`src/rtl/arrival_timestamper.sv`:
```
// Per-port ingress stage: stamps each packet with its arrival time and passes it on
// through a registered 2-entry skid buffer.
module arrival_timestamper #(
  parameter int C_M_AXIS_DATA_WIDTH  = 256,
  parameter int C_S_AXIS_DATA_WIDTH  = 256,
  parameter int C_M_AXIS_TUSER_WIDTH = 128,
  parameter int C_S_AXIS_TUSER_WIDTH = 128,
  parameter int C_TS_WIDTH           = 32,
  parameter int C_TS_POS             = 32
) (
  input  logic                              axi_aclk,
  input  logic                              reset,
  input  logic [C_S_AXIS_DATA_WIDTH-1:0]    s_axis_tdata,
  input  logic [C_S_AXIS_DATA_WIDTH/8-1:0]  s_axis_tstrb,
  input  logic [C_S_AXIS_TUSER_WIDTH-1:0]   s_axis_tuser,
  input  logic                              s_axis_tvalid,
  output logic                              s_axis_tready,
  input  logic                              s_axis_tlast,
  output logic [C_M_AXIS_DATA_WIDTH-1:0]    m_axis_tdata,
  output logic [C_M_AXIS_DATA_WIDTH/8-1:0]  m_axis_tstrb,
  output logic [C_M_AXIS_TUSER_WIDTH-1:0]   m_axis_tuser,
  output logic                              m_axis_tvalid,
  input  logic                              m_axis_tready,
  output logic                              m_axis_tlast,
  input  logic                              stamp_en,
  input  logic                              ts_clear,
  output logic [C_TS_WIDTH-1:0]             ts_now,
  output logic [31:0]                       pkt_cnt
);

  localparam int DW = C_S_AXIS_DATA_WIDTH;
  localparam int SW = C_S_AXIS_DATA_WIDTH / 8;
  localparam int UW = C_S_AXIS_TUSER_WIDTH;
  localparam logic [C_TS_WIDTH-1:0] TS_ONE = {{(C_TS_WIDTH-1){1'b0}}, 1'b1};

  logic [C_TS_WIDTH-1:0] ts_cnt_r;
  logic [C_TS_WIDTH-1:0] cur_ts_r;
  logic [C_TS_WIDTH-1:0] stamp_s;
  logic [31:0]           pkt_cnt_r;
  logic                  sop_r;
  logic                  tready_r;
  logic                  accept_s;
  logic                  out_free_s;
  logic                  skid_next_s;
  logic [UW-1:0]         in_user_s;

  logic          skid_valid_r;
  logic [DW-1:0] skid_data_r;
  logic [SW-1:0] skid_strb_r;
  logic [UW-1:0] skid_user_r;
  logic          skid_last_r;

  logic          out_valid_r;
  logic [DW-1:0] out_data_r;
  logic [SW-1:0] out_strb_r;
  logic [UW-1:0] out_user_r;
  logic          out_last_r;

  function automatic logic [UW-1:0] insert_stamp(input logic [UW-1:0]         user,
                                                 input logic [C_TS_WIDTH-1:0] stamp);
    logic [UW-1:0] res;
    res = user;
    res[C_TS_POS +: C_TS_WIDTH] = stamp;
    return res;
  endfunction

  // Handshake decode, stamp selection and skid occupancy for the next cycle
  always_comb begin
    accept_s    = s_axis_tvalid && tready_r;
    out_free_s  = !out_valid_r || m_axis_tready;
    // The SOP beat bypasses cur_ts so every beat of a packet carries the same value
    if (sop_r) begin
      stamp_s = ts_cnt_r;
    end else begin
      stamp_s = cur_ts_r;
    end
    if (stamp_en) begin
      in_user_s = insert_stamp(s_axis_tuser, stamp_s);
    end else begin
      in_user_s = s_axis_tuser;
    end
    skid_next_s = skid_valid_r;
    if (out_free_s) begin
      skid_next_s = 1'b0;
    end else if (accept_s) begin
      skid_next_s = 1'b1;
    end else begin
      skid_next_s = skid_valid_r;
    end
  end

  // Arrival counter, packet tracking and ingress ready
  always_ff @(posedge axi_aclk) begin
    if (reset) begin
      ts_cnt_r  <= {C_TS_WIDTH{1'b0}};
      cur_ts_r  <= {C_TS_WIDTH{1'b0}};
      pkt_cnt_r <= 32'd0;
      sop_r     <= 1'b1;
      tready_r  <= 1'b0;
    end else begin
      if (ts_clear) begin
        ts_cnt_r <= {C_TS_WIDTH{1'b0}};
      end else begin
        ts_cnt_r <= ts_cnt_r + TS_ONE;
      end
      tready_r <= !skid_next_s;
      if (accept_s) begin
        sop_r <= s_axis_tlast;
        if (sop_r) begin
          cur_ts_r <= ts_cnt_r;
        end
        if (s_axis_tlast) begin
          pkt_cnt_r <= pkt_cnt_r + 32'd1;
        end
      end
    end
  end

  // Output register and skid register datapath
  always_ff @(posedge axi_aclk) begin
    if (reset) begin
      skid_valid_r <= 1'b0;
      skid_data_r  <= {DW{1'b0}};
      skid_strb_r  <= {SW{1'b0}};
      skid_user_r  <= {UW{1'b0}};
      skid_last_r  <= 1'b0;
      out_valid_r  <= 1'b0;
      out_data_r   <= {DW{1'b0}};
      out_strb_r   <= {SW{1'b0}};
      out_user_r   <= {UW{1'b0}};
      out_last_r   <= 1'b0;
    end else begin
      skid_valid_r <= skid_next_s;
      if (out_free_s) begin
        if (skid_valid_r) begin
          out_valid_r <= 1'b1;
          out_data_r  <= skid_data_r;
          out_strb_r  <= skid_strb_r;
          out_user_r  <= skid_user_r;
          out_last_r  <= skid_last_r;
        end else if (accept_s) begin
          out_valid_r <= 1'b1;
          out_data_r  <= s_axis_tdata;
          out_strb_r  <= s_axis_tstrb;
          out_user_r  <= in_user_s;
          out_last_r  <= s_axis_tlast;
        end else begin
          out_valid_r <= 1'b0;
        end
      end else if (accept_s) begin
        skid_data_r <= s_axis_tdata;
        skid_strb_r <= s_axis_tstrb;
        skid_user_r <= in_user_s;
        skid_last_r <= s_axis_tlast;
      end
    end
  end

  assign s_axis_tready = tready_r;
  assign m_axis_tvalid = out_valid_r;
  assign m_axis_tdata  = out_data_r;
  assign m_axis_tstrb  = out_strb_r;
  assign m_axis_tuser  = out_user_r;
  assign m_axis_tlast  = out_last_r;
  assign ts_now        = ts_cnt_r;
  assign pkt_cnt       = pkt_cnt_r;

endmodule

```
`config.mk`:
```
export PLATFORM = sky130hd
export DESIGN_NAME = arrival_timestamper
export DESIGN_NICKNAME = d
export VERILOG_FILES = /design/src/rtl/arrival_timestamper.sv
export SDC_FILE = /design/constraint.sdc
export NUM_CORES = 2
export LEC_CHECK = 0
export ABC_AREA = 1
export CELL_PAD_IN_SITES_DETAIL_PLACEMENT = 1
export CELL_PAD_IN_SITES_GLOBAL_PLACEMENT = 2
export CORE_MARGIN = 4
export CORE_UTILIZATION = 27
export CTS_CLUSTER_SIZE = 28
export DETAILED_ROUTE_END_ITERATION = 7
export HOLD_SLACK_MARGIN = 0.12
export PLACE_DENSITY_LB_ADDON = 0.1
export SYNTH_ARGS = -nofsm -noshare
export SYNTH_HDL_FRONTEND = slang
export SYNTH_SLANG_ARGS = --single-unit
```
`constraint.sdc`:
```
create_clock -name axi_aclk -period 1.8 [get_ports axi_aclk]
set_clock_uncertainty 0.05 [all_clocks]
set_input_delay 0.36 -clock axi_aclk [delete_from_list [all_inputs] [get_ports axi_aclk]]
set_output_delay 0.36 -clock axi_aclk [all_outputs]
set_load 0.02 [all_outputs]
```
==> key figures <==
Outcome
  – Run status: complete, no violations

Layout
  – Filler cell count in the final layout: 16,300
  – Summed area of non-filler cells in the final layout: 51,700 um2
  – Final core utilization: 38.2%
  – Layout Cells excl Fill: approximately 7,700
  – Final net count: between 6,000 and 7,000
  – Signed area change from the synthesized netlist to the final layout: 40.7%
  – Share of post-route cells with drive strength above 1: 17.6%

Floorplanning
  – I/O Pins: between 900 and 1,000
  – Die extent in y: approximately 380 um
  – Core Rows: about 140
  – Starting density of the core: 27.1%
  – Die area: roughly 140,000 um2
  – Die span in x: 377 um
  – Core Footprint: around 140,000 um2

STA
  – Tightest slew margin relative to the limit: 57.2%
  – Transition time at the pin with the least slew margin: around 0.64 ns
  – Final Setup Violations: 0
  – Shortest period the worst path allows: 1.74 ns
  – Final clock period utilization by the worst path: slightly below 100%
  – Final count of pins violating max slew: 0
  – Highest clock frequency the design can meet: about 580 MHz
  – Worst Setup Slack, final: 0.0631 ns
  – Unrepaired setup endpoints after global routing: yes
  – Total Negative Setup Slacks: 0 ns
  – Number of endpoints with negative hold slack in the final report: 0
  – Hold slack: between 0.2 and 0.25 ns

Setup path
  – Levels on crit path: 1
  – Count of cells along the worst register-to-register path: 6
  – Worst setup path class: flip-flop to output port
  – Critical Path Sink Type: output port
  – Category of the worst setup path launch point: flip-flop
  – Slowest stage cell, crit path: sky130_fd_sc_hd__dfxtp_1
  – CP required: 1.39 ns
  – Arrival time at the worst endpoint: about 1.3 ns
  – Gate family responsible for the most delay along the worst path: flip-flops
  – Largest stage delay on the critical path: around 0.35 ns
  – Cells along the critical path: clkdlybuf4s15_2
  – Largest driver fanout on the critical path: 2
  – Worst path bufs/invs: 1

Placement
  – Area after DPL: ~50,000 um2
  – Count of input and output buffers: between 900 and 1,000
  – Placed cells: between 7,000 and 8,000
  – HPWL after detailed placement: about 120,000 um
  – GP Congestion: around 0.8
  – Post-Place Worst Slack: -0.435 ns

Clock network
  – Number of buffers added by the clock tree synthesis step: around 110
  – Worst skew pair latency: 0.70 ns
  – Cell at the root of the clock tree: sky130_fd_sc_hd__clkbuf_16
  – TritonCTS clock tree: yes
  – Clock sink count: slightly above 900
  – CTS HTree Levels: 3
  – Clock-pin slew of the registers on the worst-case setup and hold paths: about 0.060 ns
  – Max Buffers Root-to-Sink: 3

Synthesis
  – Number of different library cells in the post-synthesis netlist: 29
  – Net Count, Synth: 5,402
  – Number of flops mapped to enable cells by yosys: 0
  – Top flip-flop cell by instance count after synthesis: sky130_fd_sc_hd__dfxtp_1
  – Post-Synthesis Mean Instance Area: about 7.4 um2
  – Leading cell types by total area after synthesis: sky130_fd_sc_hd__dfxtp_1, sky130_fd_sc_hd__nand2_1, sky130_fd_sc_hd__nor2_1
  – Top-area cell type share of the netlist area: about 51%
  – Cell Area, Synth: roughly 37,000 um2
  – Sequential-to-total area share from yosys stat: slightly above 50%
  – Number of register bits inferred by synthesis: approximately 930
  – Post-synth top area cell: sky130_fd_sc_hd__dfxtp_1
  – Synth top cells by count: sky130_fd_sc_hd__nand2_1, sky130_fd_sc_hd__nor2_1, sky130_fd_sc_hd__dfxtp_1
  – Most used standard cell by instance count after synthesis: sky130_fd_sc_hd__nand2_1
  – Syn Inst Count: between 4,000 and 5,000
  – Warnings from Yosys: 0
  – Async SR Flop Fraction: 0%

Run
  – Max Cap Violations: 0

Detailed routing
  – Count of nets left with antenna violations after detail routing: 0
  – Total Routed Length: about 170,000 um
  – Drt pass-1 iters: 5
  – WL/cell: ~21 um
  – Total vias in the final route: 37,200
  – DRC viols: 0
  – Mean number of vias per cell: 4.81
  – Starting DRC count in detailed routing: 1,924

Worst hold path
  – Worst Hold Depth: 3
  – Path type of the worst min-delay path: primary input to flip-flop

Power
  – Worst-case vdd ir drop: 0.000666 V
  – Total power per unit cell area: 1000 nW/um2
  – Leak pwr: around 21 nW
  – Final total power: slightly above 50 mW

GRT
  – Vias in the first global route: around 37,000
  – Wire length of the first global-routing pass: 244,000 um
  – Gr ovfl total: 0
  – Number of antenna violations at the first check in global routing: 34
  – All-layer global routing usage: 22.3%
  – Maximum number of pins on one net before global-route repair: between 90 and 100
-- cells by family (layout without fill, tap and decap cells) --
group | after synthesis | count (layout) | synth area share (%)
and+or+nand+nor | 2047 | 2047 | 21.2
AOI/OAI and AO/OA | 1478 | 1478 | 21.5
DFF | 934 | 934 | 50.9
buffers and inverters | 512 | 1486 | 6.20
xor gates and xnor gates | 4 | 4 | 0.0954
adders and majority gates | 2 | 2 | 0.0681
other | 0 | 13 | 0
-- power by group --
group / internal [mW] / switching, mW
clock: 13.6 / 9.50
combinational: 2.71 / 3.70
sequential: 21.6 / 0.671
total: 38.0 / 13.9
-- layout make-up --
cell class                      count  area (um2)  share of cell area (%)
Tap cell                         1781        2230                    4.31
Sequential cell                   934       18800                    36.5
Timing Repair inverter              1        8.76                  0.0170
Clock buffer                      166        3330                    6.45
Timing Repair Buffer             1161       10500                    20.4
Clock inverter                     45         433                   0.838
Multi-Input combinational cell   3531       15800                    30.5
Inverter                          113         459                   0.889
Antenna cell                       13        32.5                  0.0630
-- placed cells by master (no fill, tap or decap), drive strengths merged --
cell type and instances:
a21oi 137, clkinvlp 2, and3 1, buf 670, a211oi 1, nand3b 1
xor2 2, dlygate4sd3 1, o21a 2, o21ai 950, xnor2 2, bufinv 6
dfxtp 934, a31oi 387, nand3 43, clkinv 37, nor3 11, nor2 951
nand4 5, clkbuf 168, o21bai 1, inv 114, diode 13, nand2 1033
nor3b 2, clkdlybuf4s50 421, ha 2, clkdlybuf4s15 67
-- routing by layer --
metal	part of all wire (%)	GRT usage, %	vias to the layer above
met4	3.1	7.36	24
met2	48	38.1	808
met1	43	27.6	17800
li1	-	-	18400
met5	0.089	0	-
met3	6.2	5.29	222
-- worst paths after layout --
path                     startpoint                 to  slack [ns]
setup / recovery  m_axis_tdata[135]  m_axis_tdata[135]        0.06
hold / removal    s_axis_tuser[124]  m_axis_tuser[124]        0.21
setup reg to reg              sop_r   m_axis_tuser[38]        0.10
hold reg to reg     skid_data_r[46]   m_axis_tdata[46]        0.41
-- state kept, by name, indices dropped and copies added, names as in the netlist --
register,count
sop_r,1
skid_valid_r,1
pkt_cnt,32
s_axis_tready,1
skid_last_r,1
m_axis_tstrb,32
m_axis_tdata,256
skid_user_r,128
m_axis_tlast,1
skid_strb_r,32
skid_data_r,256
cur_ts_r,32
m_axis_tuser,128
ts_now,32
m_axis_tvalid,1
-- what timing repair did --
| item | in CTS | in global routing |
|---|---|---|
| pin swaps | 0 | 0 |
| hold buffers | 1 | 0 |
| setup buffers | 1 | 5 |
| gates cloned | 0 | 3 |
| resized for setup | 2100 | 23 |
| setup endpoints to repair | 477 | 73 |
| hold endpoints to repair | 1 | 0 |
No activity file was read; power rests on OpenSTA's default activity.
